### src/rtl/inst_encoder_loader_pkg.sv
// Shared RV32I encoder definitions: format codes, opcodes, field bundle and
// an immediate sign-extension range helper.
package inst_encoder_loader_pkg;

  localparam int unsigned FMT_WIDTH = 3;
  localparam int unsigned XLEN      = 32;

  typedef enum logic [FMT_WIDTH-1:0] {
    FMT_R = 3'd0,
    FMT_I = 3'd1,
    FMT_S = 3'd2,
    FMT_B = 3'd3,
    FMT_U = 3'd4,
    FMT_J = 3'd5
  } inst_fmt_e;

  localparam logic [6:0] OPC_OP     = 7'b0110011;
  localparam logic [6:0] OPC_OP_IMM = 7'b0010011;
  localparam logic [6:0] OPC_STORE  = 7'b0100011;
  localparam logic [6:0] OPC_BRANCH = 7'b1100011;
  localparam logic [6:0] OPC_LUI    = 7'b0110111;
  localparam logic [6:0] OPC_JAL    = 7'b1101111;

  typedef struct packed {
    logic [FMT_WIDTH-1:0] fmt;
    logic [6:0]           opcode;
    logic [2:0]           funct3;
    logic [6:0]           funct7;
    logic [4:0]           rd;
    logic [4:0]           rs1;
    logic [4:0]           rs2;
    logic [XLEN-1:0]      imm;
  } inst_fields_t;

  // True when imm[31:lsb] are all equal, i.e. imm fits a field sign-extended from bit lsb.
  function automatic logic sext_fits(input logic [XLEN-1:0] imm, input int unsigned lsb);
    logic [XLEN-1:0] sh;
    sh = XLEN'($signed(imm) >>> lsb);
    return (&sh) | ~(|sh);
  endfunction

endpackage

### src/rtl/inst_encoder_loader_field_pack.sv
// Combinational RV32I field packer: format + fields -> instruction word and
// a legality flag for the immediate/format combination.
module inst_encoder_loader_field_pack
  import inst_encoder_loader_pkg::*;
(
  input  inst_fields_t    fields_i,
  output logic [XLEN-1:0] code_c,
  output logic            legal_c
);

  logic [XLEN-1:0] imm;
  logic [6:0]      op;
  logic [2:0]      f3;

  assign imm = fields_i.imm;
  assign op  = fields_i.opcode;
  assign f3  = fields_i.funct3;

  always_comb begin
    code_c  = '0;
    legal_c = 1'b0;
    case (fields_i.fmt)
      FMT_R: begin
        code_c  = {fields_i.funct7, fields_i.rs2, fields_i.rs1, f3, fields_i.rd, op};
        legal_c = 1'b1;
      end
      FMT_I: begin
        code_c  = {imm[11:0], fields_i.rs1, f3, fields_i.rd, op};
        legal_c = sext_fits(imm, 11);
      end
      FMT_S: begin
        code_c  = {imm[11:5], fields_i.rs2, fields_i.rs1, f3, imm[4:0], op};
        legal_c = sext_fits(imm, 11);
      end
      FMT_B: begin
        code_c  = {imm[12], imm[10:5], fields_i.rs2, fields_i.rs1, f3,
                   imm[4:1], imm[11], op};
        legal_c = sext_fits(imm, 12) & ~imm[0];
      end
      FMT_U: begin
        code_c  = {imm[31:12], fields_i.rd, op};
        legal_c = ~(|imm[11:0]);
      end
      FMT_J: begin
        code_c  = {imm[20], imm[10:1], imm[11], imm[19:12], fields_i.rd, op};
        legal_c = sext_fits(imm, 20) & ~imm[0];
      end
      default: begin
        code_c  = '0;
        legal_c = 1'b0;
      end
    endcase
  end

endmodule

### src/rtl/inst_encoder_loader.sv
// Instruction-memory loader: encodes accepted RV32I field bundles and streams
// {address, word} writes within a start/done load session.
module inst_encoder_loader
  import inst_encoder_loader_pkg::*;
#(
  parameter logic [31:0] BASE_ADDR = 32'h0000_0000,
  parameter int unsigned DEPTH     = 256
) (
  input  logic        clk,
  input  logic        rst_n,
  input  logic        start,
  input  logic        in_valid,
  output logic        in_ready,
  input  logic [2:0]  in_fmt,
  input  logic [6:0]  in_opcode,
  input  logic [2:0]  in_funct3,
  input  logic [6:0]  in_funct7,
  input  logic [4:0]  in_rd,
  input  logic [4:0]  in_rs1,
  input  logic [4:0]  in_rs2,
  input  logic [31:0] in_imm,
  input  logic        in_last,
  output logic        out_valid,
  input  logic        out_ready,
  output logic [31:0] out_addr,
  output logic [31:0] out_code,
  output logic        busy,
  output logic        done,
  output logic        err,
  output logic [31:0] err_addr
);

  localparam int unsigned CNT_W = $clog2(DEPTH + 1);

  typedef enum logic [1:0] {
    ST_IDLE = 2'd0,
    ST_LOAD = 2'd1,
    ST_DONE = 2'd2
  } state_e;

  state_e       state_q, state_d;
  logic [31:0]  addr_q, addr_d;
  logic [CNT_W-1:0] cnt_q, cnt_d;
  logic         out_valid_q, out_valid_d;
  logic [31:0]  out_addr_q, out_addr_d;
  logic [31:0]  out_code_q, out_code_d;
  logic         done_q, done_d;
  logic         err_q, err_d;
  logic [31:0]  err_addr_q, err_addr_d;

  inst_fields_t fields;
  logic [31:0]  code;
  logic         legal;
  logic         fire;
  logic [CNT_W-1:0] cnt_inc;

  assign fields = '{fmt: in_fmt, opcode: in_opcode, funct3: in_funct3, funct7: in_funct7,
                    rd: in_rd, rs1: in_rs1, rs2: in_rs2, imm: in_imm};

  inst_encoder_loader_field_pack u_pack (
    .fields_i (fields),
    .code_c   (code),
    .legal_c  (legal)
  );

  assign in_ready = (state_q == ST_LOAD) & (~out_valid_q | out_ready)
                  & (cnt_q < CNT_W'(DEPTH));
  assign fire     = in_valid & in_ready;
  assign cnt_inc  = cnt_q + CNT_W'(1);

  // Next-state and session bookkeeping.
  always_comb begin
    state_d     = state_q;
    addr_d      = addr_q;
    cnt_d       = cnt_q;
    out_valid_d = out_valid_q;
    out_addr_d  = out_addr_q;
    out_code_d  = out_code_q;
    done_d      = done_q;
    err_d       = err_q;
    err_addr_d  = err_addr_q;

    if (out_valid_q && out_ready) begin
      out_valid_d = 1'b0;
    end

    case (state_q)
      ST_IDLE, ST_DONE: begin
        if (start) begin
          state_d    = ST_LOAD;
          addr_d     = BASE_ADDR;
          cnt_d      = '0;
          done_d     = 1'b0;
          err_d      = 1'b0;
          err_addr_d = '0;
        end
      end
      ST_LOAD: begin
        if (start) begin
          // Restart abandons the in-flight word along with the session state.
          addr_d      = BASE_ADDR;
          cnt_d       = '0;
          done_d      = 1'b0;
          err_d       = 1'b0;
          err_addr_d  = '0;
          out_valid_d = 1'b0;
        end else if (fire) begin
          if (legal) begin
            out_valid_d = 1'b1;
            out_addr_d  = addr_q;
            out_code_d  = code;
            addr_d      = addr_q + 32'd4;
            cnt_d       = cnt_inc;
          end else begin
            err_d = 1'b1;
            if (!err_q) begin
              err_addr_d = addr_q;
            end
          end
          if (in_last || (legal && (cnt_inc == CNT_W'(DEPTH)))) begin
            state_d = ST_DONE;
            done_d  = 1'b1;
          end
        end
      end
      default: state_d = ST_IDLE;
    endcase
  end

  always_ff @(posedge clk) begin
    if (!rst_n) begin
      state_q     <= ST_IDLE;
      addr_q      <= BASE_ADDR;
      cnt_q       <= '0;
      out_valid_q <= 1'b0;
      out_addr_q  <= BASE_ADDR;
      out_code_q  <= '0;
      done_q      <= 1'b0;
      err_q       <= 1'b0;
      err_addr_q  <= '0;
    end else begin
      state_q     <= state_d;
      addr_q      <= addr_d;
      cnt_q       <= cnt_d;
      out_valid_q <= out_valid_d;
      out_addr_q  <= out_addr_d;
      out_code_q  <= out_code_d;
      done_q      <= done_d;
      err_q       <= err_d;
      err_addr_q  <= err_addr_d;
    end
  end

  assign out_valid = out_valid_q;
  assign out_addr  = out_addr_q;
  assign out_code  = out_code_q;
  assign done      = done_q;
  assign err       = err_q;
  assign err_addr  = err_addr_q;
  assign busy      = (state_q == ST_LOAD) | out_valid_q;

endmodule

### config.mk
export PLATFORM = sky130hd
export DESIGN_NAME = inst_encoder_loader
export DESIGN_NICKNAME = d
export VERILOG_FILES = /design/src/rtl/inst_encoder_loader_pkg.sv /design/src/rtl/inst_encoder_loader_field_pack.sv /design/src/rtl/inst_encoder_loader.sv
export SDC_FILE = /design/constraint.sdc
export NUM_CORES = 1
export LEC_CHECK = 0
export CAP_MARGIN = 20
export CELL_PAD_IN_SITES_DETAIL_PLACEMENT = 0
export CELL_PAD_IN_SITES_GLOBAL_PLACEMENT = 1
export CORE_UTILIZATION = 38
export CTS_CLUSTER_SIZE = 28
export DETAILED_ROUTE_END_ITERATION = 10
export GPL_TIMING_DRIVEN = 0
export PLACE_DENSITY_LB_ADDON = 0.1
export RECOVER_POWER = 100
export SYNTH_ARGS = -nofsm -noshare
export SYNTH_HDL_FRONTEND = slang
export SYNTH_SLANG_ARGS = --single-unit
### constraint.sdc
create_clock -name clk -period 4.9 [get_ports clk]
set_clock_uncertainty 0.2 [all_clocks]
set_input_delay 0.98 -clock clk [delete_from_list [all_inputs] [get_ports clk]]
set_output_delay 0.98 -clock clk [all_outputs]
set_load 0.02 [all_outputs]
==> impl_results.md, run 1 <==
- WL per Instance: ~18 um
- Logic gate share of total power: 0.084
- Routed via count: roughly 6.5k
- Number of synthesized flops with an enable pin: 0
- Crit-path max cell delay: 790 ps
- Pre-CTS setup slack: approximately 290 ps
- Clock latency on the worst-skew pair: about 430 ps
- Final WS setup: 484 ps
- Post-CTS Hold Buffers: 0
- Clock sinks: roughly 140
- DRC: 0
- Outcome: finished with violations
- Synth Instances: about 760
- Vias in the first global route: between 6k and 7k
- Slew @ Worst Pin: 1540 ps
- Worst path cell trace: dlygate4sd3_1 -> nor4_1 -> and3_1 -> o2111ai_1 -> o211ai_1 -> o31ai_2 -> clkbuf_1 -> buf_2 -> mux2i_1 -> nor2_1
- Placed cells: about 1.1k
- Post-CTS setup buffer count: 0
- Clock Tree Buf Depth: 2
- Largest net degree at the start of global routing: 17
- Pins Over Slew Limit: 8
- PortBufs: 170
- Proportion of power drawn by the clock network: 0.505
- Full die area: 0.0170 mm2
- Congestion Overflow GR: 0
- CTS root buf: clkbuf_16
- Fin util: 0.554
- Critical Path RT: 5000 ps
- Antenna violations before repair: 0
- Fmax: 0.226 GHz
- ANT nets after route: 0
- Seq cells post-synth: between 100 and 150
- Synth cell types: roughly 50
- Pwr Density: 308 mW/mm2
- Post-DP HPWL: ~16000 um
- H-tree depth: 4
- Top-level I/O count: about 170
- VDD IR-drop max: ~260 uV
- Max_cap viols: 1
- Prevailing post-synth register cell: dfxtp_1
- Async set-reset flop share out of synthesis: 0
- First-pass GRT wire length: roughly 32000 um
- Die W: 130 um
- Failing checks: capacitance limit, slew limit
- Worst EP arrival: 4510 ps
- Crit path capture type: flop
- Synth top area cells: dfxtp_1 (44%), nand2_1 (8.7%), a21boi_0 (4.7%)
- Sequential share of the synthesized area: 0.438
- Net Sw Power: between 600 and 700 uW
- Synth Warn #: 0
- CTS tree: built
- Switching portion of total power: 0.238
- Core Region: roughly 0.016 mm2
- N_diodes: 0
- Pwr Total: 2.73 mW
- Fin cells: between 1k and 1.5k
- RSZ-0062 raised after global routing: false
- Min cycle time layout: around 4400 ps
- Die Y-Extent: between 100 and 150 um
- Area grow syn2layout: 41.6%
- CTS buffer count: 17
- Critical path's slowest cell: o31ai_2
- Synth Cell Area: 0.00626 mm2
- Count of nets after finishing: a little over 1k
- Final setup fails: 0
- Internal power: approximately 2.1 mW
- Final period utilization: 0.901
- Yosys top cell area share: 0.438
- Crit start category: input pin
- Post-CTS sizing: 0
- CP delay by family, top: buffers and inverters
- GP Congestion: a little under 0.9
- Final hold violation count: 0
- Initial Utilization: 0.391
- Vias per inst: about 5.5
- Yosys top cell by area: dfxtp_1
- Critical path class: in2reg
- Syn Area/Cell: around 8.3 um2
- Initial DRC Count: roughly 410
- Max-slew headroom: -0.0379
- Flop pwr share: 0.412
- DRT Wirelength: 21000 um
- CP Max Fanout: 10
- Clk pin slew, worst setup/hold paths: 60 ps
- Share of layout cells above drive strength 1: 0.0396
- Pleak: between 3 and 4 nW
- Setup_tns: 0 ps
- Worst Path Buf+Inv: 3
- HP Class: reg2reg
- Total track usage: 0.249
- Site row count: 46
- TritonRoute pass-1 iters: 8
-- worst reg2reg max path: stages, from the launching register on --
cell      delay [ps]
dfxtp_1          380
nand2b_1         150
nor3_1           290
nand2_1          200
and2_1           220
nor4_1          1170
clkbuf_1         430
nand3_1          140
o21ai_0           90
-- metrics by stage --
| stage | hold slack (ps) | cell area [um2] |
|---|---|---|
| final | 245 | 8860 |
| after global routing | 277 | 8860 |
| after CTS | 258 | 8880 |
| after detailed placement | 249 | 8240 |
| after global placement | 233 | 8240 |
| after floorplan | 263 | 6260 |
-- power by group through the flow --
stage	combinational, mW	sequential, mW	clock [mW]
6_report	0.229	1.12	1.38
5_1_grt	0.245	1.13	1.45
2_1_floorplan	0.101	1.15	0
4_1_cts	0.231	1.12	1.40
3_3_place_gp	0.227	1.15	0
3_5_place_dp	0.230	1.15	0
-- synth_stat cells, drive strengths merged, types with 2 or more instances --
master  number
buf         10
a21boi      39
ha           3
nor2b        6
xnor2        2
a22oi        6
and3        10
nand3b       3
o21ai       55
nor4        10
clkbuf      51
a31oi        4
xor2         2
or4         20
o31ai       17
nand4b       2
and2         6
or3         15
o21a         3
nor3         6
a221o       18
o211ai      11
nand2b       3
nor2        22
nand4       10
a21oi       32
nand3       45
inv         11
nor3b        3
dfxtp      137
o211a       24
nand2      145
o221ai       2
mux2i       11
-- cells in the final DEF (no fill, tap or decap), drive strengths merged, types with 4 or more instances in the layout --
cell	synthesis	routed
o211ai	11	11
buf	10	6
inv	11	14
dfxtp	137	137
nand4	10	10
bufinv	0	4
and3	10	10
nand3	45	45
a21boi	39	39
a221o	18	18
mux2i	11	11
nor3	6	6
and2	6	6
dlygate4sd3	0	100
a31oi	4	4
o31ai	17	17
nor2b	6	6
clkdlybuf4s50	0	70
clkbuf	51	74
or4	20	20
nand2	145	145
o211a	24	24
or3	15	15
a22oi	6	6
nor4	10	10
o21ai	55	55
a21oi	32	32
nor2	22	22
-- cell families (layout without fill, tap and decap cells) --
logic type	after synthesis	count (layout)	synth area share
AOI/OAI and AO/OA	221	221	0.250
DFF	137	137	0.438
other	1	2	0.000599
xor gates and xnor gates	4	4	0.00560
buffers and inverters	72	274	0.0456
adders and majority gates	3	3	0.00600
and+or+nand+nor	307	307	0.236
muxes	11	11	0.0176
-- layout make-up --
| cell class | instances | area, um2 |
|---|---|---|
| Buffer | 61 | 243 |
| Clock buffer | 19 | 443 |
| Clock inverter | 13 | 191 |
| Fill cell | 1530 | 7140 |
| Inverter | 11 | 41.3 |
| Multi-Input combinational cell | 548 | 3230 |
| Sequential cell | 137 | 2740 |
| Tap cell | 216 | 270 |
| Timing Repair Buffer | 170 | 1700 |
-- sequential cells by signal, indices dropped and copies added, names as in the netlist, 2 cells and up --
name,flops
addr_q,30
out_code,32
out_addr,30
state_q,2
err_addr,31
cnt_q,9
-- path summary, 6_finish.rpt --
path,to,from,depth (start not counted),slack (ps)
setup / recovery,cnt_q[1]$_SDFFE_PN0P_,in_imm[20],10,480
hold / removal,err_addr[1]$_SDFFE_PN0P_,err_addr[1]$_SDFFE_PN0P_,2,250
setup reg to reg,err_addr[10]$_SDFFE_PN0P_,state_q[0]$_SDFFE_PN0P_,8,1550
hold reg to reg,err_addr[1]$_SDFFE_PN0P_,err_addr[1]$_SDFFE_PN0P_,2,250
-- layer usage --
layer,global-route usage,share of wire
met1,0.314,0.44
met2,0.415,0.48
met5,0,0
met3,0.0627,0.062
met4,0.0832,0.016
Note: power is estimated with default switching activity, not from simulation.
==> inputs of run 2 (changes only) <==
--- a/config.mk
+++ b/config.mk
@@ -11,7 +11,6 @@
 export CORE_UTILIZATION = 38
 export CTS_CLUSTER_SIZE = 28
 export DETAILED_ROUTE_END_ITERATION = 10
-export GPL_TIMING_DRIVEN = 0
 export PLACE_DENSITY_LB_ADDON = 0.1
 export RECOVER_POWER = 100
 export SYNTH_ARGS = -nofsm -noshare
==> run 2 against run 1 <==
Against the previous run:
- the flow now finishes without violations
- count of clock-buffer cells in the layout is 1 lower
- core utilization shrank 0.61 points
- worst hold slack got worse by 6.9 ps
- register-to-register slack better by 600 ps
- worst setup slack better by 330 ps
- combinational power down 5%
- sequential share of layout area grew 0.34 points
- global-route usage is 2.1 points lower
- critical endpoint is now addr_q[19]$_SDFFE_PN0P_
==> impl_results.md, run 2 (synthesis results as in run 1) <==
- Worst path cell trace: dlygate4sd3_1 -> or4_1 -> nor2_1 -> a22oi_1 -> o211ai_1 -> o31ai_1 -> buf_12 -> or4_1 -> a21oi_1 (was dlygate4sd3_1 -> nor4_1 -> and3_1 -> o2111ai_1 -> o211ai_1 -> o31ai_2 -> clkbuf_1 -> buf_2 -> mux2i_1 -> nor2_1)
- Crit-path most repeated cell: or4_1
- Critical Path RT: 5020 ps (was 5000 ps)
- Antenna violations before repair: 0 (unchanged)
- CTS tree: built (unchanged)
- R2R Path Start: addr_q[2]$_SDFFE_PN0P_ (was state_q[0]$_SDFFE_PN0P_)
- VDD IR-drop max: 230 uV (was 256 uV)
- Most common cell after layout, fill and taps aside: nand2_1 (unchanged)
- Slew @ Worst Pin: 847 ps (was 1540 ps)
- CTS buffer count: 17 (unchanged)
- First-pass GRT wire length: 29800 um (was 32200 um)
- RSZ-0062 raised after global routing: false (unchanged)
- TritonRoute pass-1 iters: 5 (was 8)
- Logic gate share of total power: 0.081 (was 0.084)
- Top-level I/O count: 174 (unchanged)
- Final hold violation count: 0 (unchanged)
- CP delay by family, top: simple AND/OR/NAND/NOR gates (was buffers and inverters)
- Die W: 130 um (unchanged)
- DRT Wirelength: 19000 um (was 21000 um)
- Congestion Overflow GR: 0 (unchanged)
- Post-CTS sizing: 0 (unchanged)
- Proportion of power drawn by the clock network: 0.497 (was 0.505)
- Vias in the first global route: 5803 (was 6125)
- Flop pwr share: 0.422 (was 0.412)
- H-tree depth: 4 (unchanged)
- Max_cap viols: 0 (was 1)
- Setup_tns: 0 ps (unchanged)
- Vias per inst: 5.47 (was 5.51)
- Fmax: 0.244 GHz (was 0.226 GHz)
- Initial Utilization: 0.391 (unchanged)
- Crit-path max cell delay: 590 ps (was 790 ps)
- Crit start category: input pin (unchanged)
- GP Congestion: 0.879 (was 0.885)
- Core Region: 0.0160 mm2 (unchanged)
- Critical path's slowest cell: o211ai_1 (was o31ai_2)
- Worst Path Buf+Inv: 2 (was 3)
- Placed cell areas: 0.00819 mm2 (was 0.00824 mm2)
- Full die area: 0.0170 mm2 (unchanged)
- Crit path capture type: flop (unchanged)
- Total track usage: 0.228 (was 0.249)
- Internal power: 2.06 mW (was 2.08 mW)
- Clk pin slew, worst setup/hold paths: 60 ps (about the same)
- Clock sinks: 137 (unchanged)
- RR Endpoint: addr_q[22]$_SDFFE_PN0P_ (was err_addr[10]$_SDFFE_PN0P_)
- CTS root buf: clkbuf_16 (unchanged)
- Hold slack: 238 ps (was 245 ps)
- Placed cells: 1098 (was 1143)
- CP Max Fanout: 64 (was 10)
- DRC: 0 (unchanged)
- PortBufs: 171 (was 170)
- Hold EP: err_addr[1]$_SDFFE_PN0P_ (unchanged)
- N_diodes: 0 (unchanged)
- Final period utilization: 0.835 (was 0.901)
- Share of layout cells above drive strength 1: 0.0526 (was 0.0396)
- R2R setup slack: 2150 ps (was 1550 ps)
- HP Class: reg2reg (unchanged)
- Hold-critical path depth: 2 (unchanged)
- Site row count: 46 (unchanged)
- Clock latency on the worst-skew pair: 410 ps (was 430 ps)
- Pleak: 3.55 nW (about the same)
- Outcome: finished, final reports clean (was finished with violations)
- Count of nets after finishing: 977 (was 1022)
- Hold path start: err_addr[1]$_SDFFE_PN0P_ (unchanged)
- Switching portion of total power: 0.228 (was 0.238)
- Initial DRC Count: 316 (was 411)
- Post-DP HPWL: 13800 um (was 16000 um)
- Worst EP arrival: 4210 ps (was 4510 ps)
- Reg2Reg Depth: 7 (was 8)
- ANT nets after route: 0 (unchanged)
- Area grow syn2layout: 40.0% (was 41.6%)
- Fin cells: 1129 (was 1175)
- Post-CTS setup buffer count: 0 (unchanged)
- Design area: 0.00877 mm2 (was 0.00886 mm2)
- Pwr Density: 304 mW/mm2 (was 308 mW/mm2)
- Final setup fails: 0 (unchanged)
- Max FFs per register: 32 (unchanged)
- Post-CTS Hold Buffers: 0 (unchanged)
- Routed via count: 6176 (was 6477)
- Pins Over Slew Limit: 0 (was 8)
- Max-slew headroom: 0.433 (was -0.0379)
- Most frequent cells in the layout: nand2_1 (145), dfxtp_1 (137), dlygate4sd3_1 (101) (was nand2_1 (145), dfxtp_1 (137), dlygate4sd3_1 (100))
- Min cycle time layout: 4090 ps (was 4420 ps)
- Clock Tree Buf Depth: 2 (unchanged)
- Net Sw Power: 607 uW (was 650 uW)
- WL per Instance: 16.8 um (was 17.9 um)
- Die Y-Extent: 130 um (unchanged)
- Critical path class: in2reg (unchanged)
- Largest net degree at the start of global routing: 65 (was 17)
[run 2: cell count changes in the layout (fill, tap and decap cells not counted), sizes merged]
cell,delta
buf,+9
clkbuf,-55
clkdlybuf4s50,-1
clkinv,+5
clkinvlp,-2
dlygate4sd3,+1
inv,-3
[run 2: metal layers]
metal	up-vias	global-route usage	wire length, um	part of all wire
met2	186	0.382	9330	0.49
met5	-	0	0	0
met1	2916	0.293	8550	0.45
met4	0	0.0609	169	0.0089
met3	15	0.0541	966	0.051
li1	3059	-	-	-
[run 2: worst register-to-register path: stages, from the launching register on]
cell,delay [ps]
dfxtp_1,480
ha_1,230
inv_1,70
or3_1,390
nor2_1,290
nand2_1,310
or4_1,560
a21oi_1,160
[run 2: worst max-delay path by stage]
stage | slack [ps] | endpoint | depth (start not counted) | from
finish | 810 | addr_q[19]$_SDFFE_PN0P_ | 9 | in_imm[18]
global route | 670 | out_code[0]$_SDFFE_PN0P_ | 9 | in_imm[18]
CTS | 1120 | out_code[1]$_SDFFE_PN0P_ | 9 | in_imm[18]
detailed placement | 670 | out_code[1]$_SDFFE_PN0P_ | 9 | in_imm[18]
global placement | 770 | out_code[1]$_SDFFE_PN0P_ | 9 | in_imm[12]
floorplan | 1570 | addr_q[21]$_SDFFE_PN0P_ | 8 | in_imm[18]
[run 2: metrics by stage]
| step | util | worst slack [ps] | total power, mW |
|---|---|---|---|
| floorplan | - | 1570 | 1.25 |
| global placement | 0.512 | 774 | 1.37 |
| detailed placement | 0.512 | 668 | 1.37 |
| CTS | 0.550 | 1120 | 2.70 |
| global route | 0.548 | 674 | 2.76 |
| finish | 0.548 | 810 | 2.67 |
[run 2: cell type report]
type                    count  area [um2]
fillers                  1514        7230
multi-input cells         548        3240
flip-flops and latches    137        2740
repair buffers            186        1870
clock buffers              18         429
well taps                 216         270
clock inverters            13         179
inverters                  11        41.3
[run 2: power groups by stage]
stage	sequential, mW	clock, mW	combinational, mW
detailed placement	1.15	0	0.221
CTS	1.13	1.35	0.222
floorplan	1.15	0	0.101
global placement	1.15	0	0.219
finish	1.13	1.32	0.217
global route	1.13	1.40	0.234
